File: src/rtl/mac_tap_sched_pkg.sv
// Shared types and sizing for the MAC tap sequencer.
// Optional feature macro used elsewhere: MAC_TAP_SCHED_CNT_EN.
package mac_tap_pkg;

  localparam int DATA_W = 8;
  localparam int ACC_W  = 16;
  localparam int TAPS   = 5;
  localparam int CNT_W  = $clog2(TAPS + 1);

  typedef enum logic [2:0] {
    IDLE,
    FILL,
    ISSUE,
    WAIT,
    HOLD,
    SLIDE
  } state_t;

endpackage

File: src/rtl/mac_tap_sched_if.sv
// Sample stream, result stream and datapath bus of the MAC tap sequencer.
interface mac_tap_sched_if;
  import mac_tap_pkg::*;

  logic [DATA_W-1:0]      s_data;
  logic                   s_valid;
  logic                   s_ready;
  logic [TAPS*DATA_W-1:0] mac_a;
  logic [TAPS*DATA_W-1:0] mac_c;
  logic                   mac_en;
  logic [ACC_W-1:0]       mac_result;
  logic [ACC_W-1:0]       r_data;
  logic                   r_valid;
  logic                   r_ready;

  modport slave (
    input  s_data, s_valid, mac_result, r_ready,
    output s_ready, mac_a, mac_c, mac_en, r_data, r_valid
  );

  modport master (
    output s_data, s_valid, mac_result, r_ready,
    input  s_ready, mac_a, mac_c, mac_en, r_data, r_valid
  );

endinterface

File: src/rtl/mac_tap_sched_window.sv
// TAPS-deep sample shift register; slot 0 holds the newest sample at the LSBs.
module mac_tap_window
  import mac_tap_pkg::*;
(
  input  logic                   clk,
  input  logic                   rst,
  input  logic                   i_clr,
  input  logic                   i_shift,
  input  logic [DATA_W-1:0]      i_data,
  output logic [TAPS*DATA_W-1:0] o_win
);

  logic [DATA_W-1:0] r_tap [TAPS];

  always_ff @(posedge clk) begin
    if (rst || i_clr) begin
      for (int i = 0; i < TAPS; i++) r_tap[i] <= '0;
    end else if (i_shift) begin
      r_tap[0] <= i_data;
      for (int i = 1; i < TAPS; i++) r_tap[i] <= r_tap[i-1];
    end
  end

  generate
    for (genvar gi = 0; gi < TAPS; gi++) begin : g_flat
      assign o_win[gi*DATA_W +: DATA_W] = r_tap[gi];
    end
  endgenerate

endmodule

File: src/rtl/mac_tap_sched.sv
// Sequencer for a TAPS-wide MAC datapath: coefficient bank, sliding window, issue/capture FSM.
// Define MAC_TAP_SCHED_CNT_EN to add the res_count handshake counter output.
module mac_tap_sched
  import mac_tap_pkg::*;
#(
  parameter int MAC_LAT = 1
) (
  input  logic              clk,
  input  logic              rst,
  input  logic              enable,
  input  logic              cfg_we,
  input  logic [2:0]        cfg_addr,
  input  logic [DATA_W-1:0] cfg_data,
`ifdef MAC_TAP_SCHED_CNT_EN
  output logic [15:0]       res_count,
`endif
  output logic              busy,
  mac_tap_sched_if.slave    bus
);

  localparam logic [2:0]       TAPS_A   = 3'(TAPS);
  localparam logic [CNT_W-1:0] FILL_END = CNT_W'(TAPS - 1);
  localparam logic [2:0]       LAT_LOAD = 3'(MAC_LAT - 1);

  state_t            r_state;
  logic [CNT_W-1:0]  r_fill;
  logic [2:0]        r_lat;
  logic [DATA_W-1:0] r_coef [TAPS];
  logic              r_s_ready;
  logic              r_mac_en;
  logic              r_res_valid;
  logic              r_busy;
  logic [ACC_W-1:0]  r_res;

  wire w_accept = bus.s_valid && r_s_ready;
  wire w_clr    = (r_state == IDLE) && enable;

  always_ff @(posedge clk) begin
    if (rst) begin
      for (int i = 0; i < TAPS; i++) r_coef[i] <= '0;
    end else if ((r_state == IDLE) && cfg_we && (cfg_addr < TAPS_A)) begin
      r_coef[cfg_addr] <= cfg_data;
    end
  end

  generate
    for (genvar gi = 0; gi < TAPS; gi++) begin : g_coef
      assign bus.mac_c[gi*DATA_W +: DATA_W] = r_coef[gi];
    end
  endgenerate

  mac_tap_window u_window (
    .clk     (clk),
    .rst     (rst),
    .i_clr   (w_clr),
    .i_shift (w_accept),
    .i_data  (bus.s_data),
    .o_win   (bus.mac_a)
  );

  // Outputs are registered alongside the state so they change exactly with it.
  always_ff @(posedge clk) begin
    if (rst) begin
      r_state     <= IDLE;
      r_fill      <= '0;
      r_lat       <= '0;
      r_s_ready   <= 1'b0;
      r_mac_en    <= 1'b0;
      r_res_valid <= 1'b0;
      r_busy      <= 1'b0;
      r_res       <= '0;
    end else begin
      r_mac_en <= 1'b0;
      unique case (r_state)
        IDLE: if (enable) begin
          r_state   <= FILL;
          r_fill    <= '0;
          r_s_ready <= 1'b1;
          r_busy    <= 1'b1;
        end
        FILL: if (w_accept) begin
          r_fill <= r_fill + 1'b1;
          if (r_fill == FILL_END) begin
            r_state   <= ISSUE;
            r_s_ready <= 1'b0;
            r_mac_en  <= 1'b1;
          end
        end else if (!enable) begin
          r_state   <= IDLE;
          r_s_ready <= 1'b0;
          r_busy    <= 1'b0;
        end
        ISSUE: begin
          r_state <= WAIT;
          r_lat   <= LAT_LOAD;
        end
        WAIT: if (r_lat == 3'd0) begin
          r_res       <= bus.mac_result;
          r_res_valid <= 1'b1;
          r_state     <= HOLD;
        end else begin
          r_lat <= r_lat - 3'd1;
        end
        HOLD: if (bus.r_ready) begin
          r_res_valid <= 1'b0;
          if (enable) begin
            r_state   <= SLIDE;
            r_s_ready <= 1'b1;
          end else begin
            r_state <= IDLE;
            r_busy  <= 1'b0;
          end
        end
        SLIDE: if (w_accept) begin
          r_state   <= ISSUE;
          r_s_ready <= 1'b0;
          r_mac_en  <= 1'b1;
        end else if (!enable) begin
          r_state   <= IDLE;
          r_s_ready <= 1'b0;
          r_busy    <= 1'b0;
        end
        default: begin
          r_state   <= IDLE;
          r_s_ready <= 1'b0;
          r_busy    <= 1'b0;
        end
      endcase
    end
  end

`ifdef MAC_TAP_SCHED_CNT_EN
  logic [15:0] r_res_count;

  always_ff @(posedge clk) begin
    if (rst) r_res_count <= '0;
    else if (r_res_valid && bus.r_ready) r_res_count <= r_res_count + 16'd1;
  end

  assign res_count = r_res_count;
`endif

  assign bus.s_ready = r_s_ready;
  assign bus.mac_en  = r_mac_en;
  assign bus.r_data  = r_res;
  assign bus.r_valid = r_res_valid;
  assign busy        = r_busy;

endmodule

File: src/flat_wrapper.sv
// flat-port wrapper written by rule: the top's interface ports become plain ports
module mac_tap_sched_flat import mac_tap_pkg::*;
#(
  parameter int MAC_LAT = 1
)
  (clk, rst, enable, cfg_we, cfg_addr, cfg_data, busy, bus_s_data, bus_s_valid, bus_mac_result, bus_r_ready, bus_s_ready, bus_mac_a, bus_mac_c, bus_mac_en, bus_r_data, bus_r_valid);
  mac_tap_sched_if bus_i ();
  input  logic clk;
  input  logic rst;
  input  logic enable;
  input  logic cfg_we;
  input  logic [2:0] cfg_addr;
  input  logic [DATA_W-1:0] cfg_data;
  output logic busy;
  input wire logic [$bits(bus_i.s_data)-1:0] bus_s_data;
  input wire logic [$bits(bus_i.s_valid)-1:0] bus_s_valid;
  input wire logic [$bits(bus_i.mac_result)-1:0] bus_mac_result;
  input wire logic [$bits(bus_i.r_ready)-1:0] bus_r_ready;
  output wire logic [$bits(bus_i.s_ready)-1:0] bus_s_ready;
  output wire logic [$bits(bus_i.mac_a)-1:0] bus_mac_a;
  output wire logic [$bits(bus_i.mac_c)-1:0] bus_mac_c;
  output wire logic [$bits(bus_i.mac_en)-1:0] bus_mac_en;
  output wire logic [$bits(bus_i.r_data)-1:0] bus_r_data;
  output wire logic [$bits(bus_i.r_valid)-1:0] bus_r_valid;
  assign bus_i.s_data = bus_s_data;
  assign bus_i.s_valid = bus_s_valid;
  assign bus_i.mac_result = bus_mac_result;
  assign bus_i.r_ready = bus_r_ready;
  assign bus_s_ready = bus_i.s_ready;
  assign bus_mac_a = bus_i.mac_a;
  assign bus_mac_c = bus_i.mac_c;
  assign bus_mac_en = bus_i.mac_en;
  assign bus_r_data = bus_i.r_data;
  assign bus_r_valid = bus_i.r_valid;
  mac_tap_sched #(.MAC_LAT(MAC_LAT)) u_core (.clk(clk), .rst(rst), .enable(enable), .cfg_we(cfg_we), .cfg_addr(cfg_addr), .cfg_data(cfg_data), .busy(busy), .bus(bus_i));
endmodule
File: config.mk
export PLATFORM = sky130hd
export DESIGN_NAME = mac_tap_sched_flat
export DESIGN_NICKNAME = d
export VERILOG_FILES = /design/src/rtl/mac_tap_sched_pkg.sv /design/src/rtl/mac_tap_sched_if.sv /design/src/rtl/mac_tap_sched_window.sv /design/src/rtl/mac_tap_sched.sv /design/src/flat_wrapper.sv
export SDC_FILE = /design/constraint.sdc
export NUM_CORES = 1
export LEC_CHECK = 0
export CORE_MARGIN = 5
export CORE_UTILIZATION = 43
export CTS_CLUSTER_DIAMETER = 200
export DETAILED_ROUTE_END_ITERATION = 6
export PLACE_DENSITY = 0.77
export SLEW_MARGIN = 30
export SYNTH_ARGS = -nofsm -noshare
export SYNTH_HDL_FRONTEND = slang
export SYNTH_HIERARCHICAL = 1
export SYNTH_SLANG_ARGS = --single-unit
File: constraint.sdc
create_clock -name clk -period 2.5 [get_ports clk]
set_input_delay 0.25 -clock clk [delete_from_list [all_inputs] [get_ports clk]]
set_output_delay 0.25 -clock clk [all_outputs]
set_load 0.05 [all_outputs]
# Word-level counts from Yosys, hierarchy flattened
# Memory sizes are Yosys's and may differ from the RTL's.
# Index checks and enable logic that the tools add are counted.
dict set report totals {
  register_bits 29
  ram_bits 80
  input_bits 41
  n_memories 2
}
dict set report classes {
  add_sub_neg 2
  magnitude_cmp 1
  n_eq_ne 13
  n_mux 50
  bitwise 6
  n_reduce_logical 20
}
# name words word_bits rd rd_clocked_by_memory_dff write_ports line_no
set memory_table {}
lappend memory_table {u_core.r_coef 5 8 5 0 5 mac_tap_sched.sv:28} ;# logic [DATA_W-1:0] r_coef [TAPS];
lappend memory_table {u_core.u_window.r_tap 5 8 5 0 5 mac_tap_sched_window.sv:13} ;# logic [DATA_W-1:0] r_tap [TAPS];
# operator n
set ops {}
lappend ops {{8-bit two-way mux} 6}
lappend ops {{3-bit two-way mux} 12}
lappend ops {{1-bit two-way mux} 25}
lappend ops {{3-bit one-hot mux with 6 select lines} 1}
lappend ops {{3-bit one-hot mux with 2 select lines} 2}
lappend ops {{2-bit inequality test, second input constant} 5}
lappend ops {{3-bit equality test, second input constant} 3}
lappend ops {{3-bit AND reduction} 3}
lappend ops {{4-bit AND reduction} 2}
lappend ops {{8-bit OR reduction} 1}
lappend ops {{3-bit by 2-bit equality test with 1-bit output, second input constant} 2}
lappend ops {{3-bit logical NOT} 2}
lappend ops {{2-bit nonzero test} 3}
lappend ops {{1-bit bitwise OR} 5}
lappend ops {{1-bit one-hot mux with 5 select lines} 1}
lappend ops {{1-bit logical AND} 4}
lappend ops {{1-bit one-hot mux with 2 select lines} 2}
lappend ops {{1-bit one-hot mux with 4 select lines} 1}
lappend ops {{2-bit AND reduction} 2}
lappend ops {{2-bit OR reduction} 2}
lappend ops {{3-bit by 1-bit adder with 3-bit output, second input constant} 1}
lappend ops {{3-bit by 1-bit equality test with 1-bit output, second input constant} 1}
lappend ops {{3-bit less-than comparator, second input constant} 1}
lappend ops {{3-bit by 2-bit inequality test with 1-bit output, second input constant} 1}
lappend ops {{4 further kinds} 4}

# Logic depth before layout (Yosys ltp)
dict set report logic_depth {
  ltp_word 8
  ltp_mapped 9
  ltp_nobuf 6
}

# By module
# Netlist, hierarchy kept.
# module instances cells_per_inst area_per_inst_um2
set modules_own_cells {}
lappend modules_own_cells {mac_tap_sched 1 262 2977.9}
lappend modules_own_cells {mac_tap_window 1 93 1793.0}

# Least setup slack after synthesis
# No wires, ideal clock.
dict set report synth_path {
  path_kind {flip-flop to flip-flop}
  from {reg u_core.r_state[1]}
  to {mem u_core.u_window.r_tap[0][0], enable pin}
  arrival_ns 2.223
  t_required_ns 2.102
  setup_slack_ns -0.121
  stages_incl_launch_ff 6
  path_buffers 2
  period_less_slack_ns 2.621
  path_cell_list {dfxtp_1 buf_6 or4b_2 clkbuf_1 inv_1 or3_1}
}
# item line_no
set synth_lines {}
lappend synth_lines {{start: declaration} mac_tap_sched.sv:25} ;# state_t r_state;
lappend synth_lines {{start signal: assignment} mac_tap_sched.sv:64} ;# r_state <= IDLE;
lappend synth_lines {{start signal: assignment} mac_tap_sched.sv:76} ;# r_state <= FILL;
lappend synth_lines {{start signal: assignment} mac_tap_sched.sv:84} ;# r_state <= ISSUE;
lappend synth_lines {{end: declaration} mac_tap_sched_window.sv:13}

==> flow_summary.rst <==
.. list-table::
   :header-rows: 1

   * - Metric
     - Value
   * - Antenna violations before repair
     - 0
   * - Hold path cells
     - 2
   * - Total of warnings raised by yosys
     - 6
   * - Number of buffers inserted during clock tree synthesis
     - 9
   * - Synth Net Count
     - 400
   * - Post-synthesis instance area
     - 0.00477 mm2
   * - CP cell instances
     - or4b_2, inv_1, buf_4, and4bb_1
   * - Share of final-layout standard cells stronger than drive strength 1
     - 8.42%
   * - Status
     - finished, final reports clean
   * - CTS root buffer
     - clkbuf_8
   * - IO buf count
     - 140
   * - Worst-case hold path end point
     - u_core/r_state[1]$_SDFFE_PP0P_
   * - Vias per std cell
     - 4.94
   * - CTS tree
     - done
   * - Highest clock rate
     - 461 MHz
   * - Largest stage delay, worst path
     - 0.81 ns
   * - Worst-Skew Late Latency
     - 0.36 ns
   * - Number of synthesized flops with an enable pin
     - 80
   * - Post-placement cell count
     - 623
   * - Remaining Overflow, GRT
     - 0
   * - Worst-path maximum fanout
     - 40
   * - Capture point of the worst reg-to-reg path
     - u_core/u_window/r_tap[0][32]$_SDFFCE_PN0P_
   * - H-tree Lvls
     - 3
   * - Setup-violating endpoint count in the final report
     - 0
   * - Clock sink total
     - 109
   * - Final min period
     - 2.17 ns
   * - Resized Gates After CTS
     - 0
   * - Area delta synth->final
     - 35.8%
   * - RSZ-0062 raised after global routing
     - no
   * - Part of the cycle the worst path needs
     - 86.8%
   * - Type of the tightest min-delay check
     - input port to register
   * - Startpoint type of the worst setup path
     - register
   * - Die area
     - 0.0133 mm2
   * - Kind of critical path
     - register to register
   * - Die Width
     - 115 um
   * - Arr. time, crit path
     - 2.27 ns
   * - Number of search-and-repair iterations in the first detailed-routing pass
     - 4
   * - Pin count of the biggest net entering global routing
     - 42
   * - Number of nets in the finished design
     - 539
   * - Global-route wire length before repair
     - 15800 um
   * - Clock slew seen by the registers of the worst setup and hold paths
     - 0.10 ns
   * - Number of standard cells in the final layout excluding fillers
     - 639
   * - Setup clock skew after layout
     - 0.0132 ns
   * - Total via count in the routed design
     - 3154
   * - Max-Slew Margin vs Limit
     - 54.4%
   * - Main flop type after synthesis
     - edfxtp_1
   * - Initial standard-cell utilization of the core
     - 44.0%
   * - Seq/Total Area, Yosys
     - 62.5%
   * - Count of hold-fix buffers inserted at cts
     - 0
   * - Diodes inserted
     - 0
   * - Number of fill cells in the layout
     - 865
   * - Height of the die
     - 115 um
   * - Detailed-route wire length per cell
     - 16.0 um
   * - Distinct cells, synth
     - 42
   * - Number of violations reported at the end of detailed-routing iteration 0
     - 132
   * - Power density over cell area
     - 573 mW/mm2
   * - Post-synthesis area per instance
     - 13.4 um2
   * - Number of global-route vias before repair
     - 3088
   * - Setup total negative slack
     - 0 ns
   * - DRC violations left
     - 0
   * - FF-to-FF Start
     - u_core/r_state[0]$_SDFFE_PP0P_
   * - Maximum vdd ir drop
     - 0.000325 V
   * - Number of max-slew violations in the final report
     - 0
   * - Post CTS Setup Buffer Count
     - 0
   * - Wire length after detailed routing
     - 10200 um
   * - Static leakage
     - 0.00238 uW
   * - Hold violation count in the final report
     - 0
   * - Gate Count Post-Synth
     - 355
   * - Number of synthesized register bits
     - 109
   * - Core box area
     - 0.0108 mm2
   * - Register-to-register path setup slack
     - 0.33 ns
   * - Source of the worst hold timing path
     - rst
   * - Detailed-placement wirelength estimate
     - 7570 um
   * - Number of violations of the max-capacitance limit
     - 0
   * - Slowest cell on the critical path
     - or4b_2
   * - Critical path required time
     - 2.60 ns
   * - Share of synthesized registers carrying an async set or reset
     - 0%
   * - Maximum root-to-sink buffer count
     - 2
   * - Kind of capture point of the worst setup path
     - register
   * - Count of cells along the worst register-to-register path
     - 4
   * - Gpl congestion
     - 0.812
   * - I/O pin count
     - 141
   * - Number of nets with antenna violations after routing
     - 0
   * - Slew @ Worst Pin
     - 0.680 ns
   * - Overall Global Routing Usage
     - 15.1%
   * - Number of placement rows
     - 38
## synth_stat cells, drive strengths merged (7+ instances only)
cell	n	area [um2]
a21oi	24	120
edfxtp	80	2400
and4bb	40	500
buf	16	114
clkbuf	8	30.0
and2	44	275
inv	12	45.0
nand2b	8	50.1
nor4	7	119
dfxtp	29	581
nand2	34	128
## sequential cells by signal (all words and copies together) (netlist names)
name	flops
u_core/bus.r_valid	1
u_core/r_fill	3
u_core/bus.mac_en	1
u_core/busy	1
u_core/r_lat	3
u_core/bus.s_ready	1
u_core/r_state	3
u_core/r_coef	40
u_core/u_window/r_tap	40
u_core/bus.r_data	16
## per-stage QoR
step / power (uW) / utilization (%) / hold WS (ns) / setup slack [ns] / area (um2)
after detailed placement: 2800 / 58.1 / 0.449 / 0.193 / 6300
after global placement: 2790 / 58.1 / 0.442 / 0.224 / 6300
after CTS: 3750 / 59.8 / 0.229 / 0.352 / 6480
after floorplan: 2530 / - / 0.386 / 0.271 / 4770
final: 3710 / 59.8 / 0.250 / 0.330 / 6480
after global routing: 3860 / 59.8 / 0.252 / 0.231 / 6480
## placed cells by master, fill, tap and decap left out, types with 2 or more instances in the layout
| cell type | synthesis | final |
|---|---|---|
| clkdlybuf4s50_1 | 0 | 139 |
| edfxtp_1 | 80 | 80 |
| and2_1 | 44 | 44 |
| and4bb_1 | 40 | 40 |
| nand2_1 | 34 | 34 |
| dfxtp_1 | 29 | 29 |
| a21oi_1 | 24 | 24 |
| inv_1 | 12 | 12 |
| buf_4 | 1 | 11 |
| clkbuf_8 | 0 | 9 |
| nand2b_1 | 8 | 8 |
| or2_2 | 6 | 6 |
| nor4_4 | 5 | 5 |
| nand3_1 | 5 | 5 |
| mux2i_1 | 4 | 4 |
| o21ai_0 | 4 | 4 |
| ha_1 | 4 | 4 |
| a2111oi_0 | 3 | 3 |
| a31oi_1 | 3 | 3 |
| clkbuf_1 | 8 | 2 |
| clkinvlp_4 | 0 | 2 |
| nor2b_1 | 2 | 2 |
| nor4_1 | 2 | 2 |
| nand3b_1 | 2 | 2 |
| or4_1 | 2 | 2 |
## critical path, delay by kind of cell, from the launching register on
kind                   cells  cell delay (ns)
AND/OR/NAND/NOR            2             1.05
flip-flops                 1             0.45
buffers and inverters      2             0.42
## area by class of cell
| type | instances | area [um2] | share of cell area (%) |
|---|---|---|---|
| flip-flops and latches | 109 | 2980 | 46.0 |
| multi-input cells | 210 | 1600 | 24.7 |
| repair buffers | 152 | 1500 | 23.1 |
| well taps | 140 | 175 | 2.70 |
| clock buffers | 11 | 131 | 2.03 |
| inverters | 12 | 45.0 | 0.695 |
| clock inverters | 5 | 43.8 | 0.676 |
## layer usage
layer  GRT usage, %  wire length, um  part of all wire (%)  up-vias
met3           3.26              597                   5.8        8
met5              0                0                     0        -
li1               -                -                     -     1591
met2           26.5             5190                    51       81
met1           18.2             4300                    42     1474
met4           5.56              123                   1.2        0
## cell families (layout without fill, tap and decap cells)
| logic type | Yosys count | count (layout) | share of synthesized area [%] |
|---|---|---|---|
| AND/OR/NAND/NOR | 160 | 160 | 26.4 |
| flip-flops | 109 | 109 | 62.5 |
| AO/OA/AOI/OAI | 42 | 42 | 5.27 |
| buffers and inverters | 36 | 180 | 3.96 |
| adder cells (fa/ha/maj) | 4 | 4 | 1.05 |
| multiplexers | 4 | 4 | 0.839 |
## worst max-delay path by stage
stage | startpoint | cells after the start | to | slack [ns]
after CTS | u_core/r_state[0]$_SDFFE_PP0P_ | 4 | u_core/u_window/r_tap[0][32]$_SDFFCE_PN0P_ | 0.35
after global placement | enable | 5 | u_core/u_window/r_tap[0][4]$_SDFFCE_PN0P_ | 0.22
after global routing | u_core/r_state[0]$_SDFFE_PP0P_ | 4 | u_core/u_window/r_tap[0][32]$_SDFFCE_PN0P_ | 0.23
after floorplan | u_core/r_state[1]$_SDFFE_PP0P_ | 5 | u_core/u_window/r_tap[0][0]$_SDFFCE_PN0P_ | 0.27
final | u_core/r_state[0]$_SDFFE_PP0P_ | 4 | u_core/u_window/r_tap[0][32]$_SDFFCE_PN0P_ | 0.33
after detailed placement | enable | 5 | u_core/u_window/r_tap[0][15]$_SDFFCE_PN0P_ | 0.19
## power by group
| part | internal [uW] | switching (uW) |
|---|---|---|
| Clock | 376 | 582 |
| Sequential | 2020 | 43.3 |
| Combinational | 248 | 439 |
Note: power is estimated with default switching activity, not from simulation.
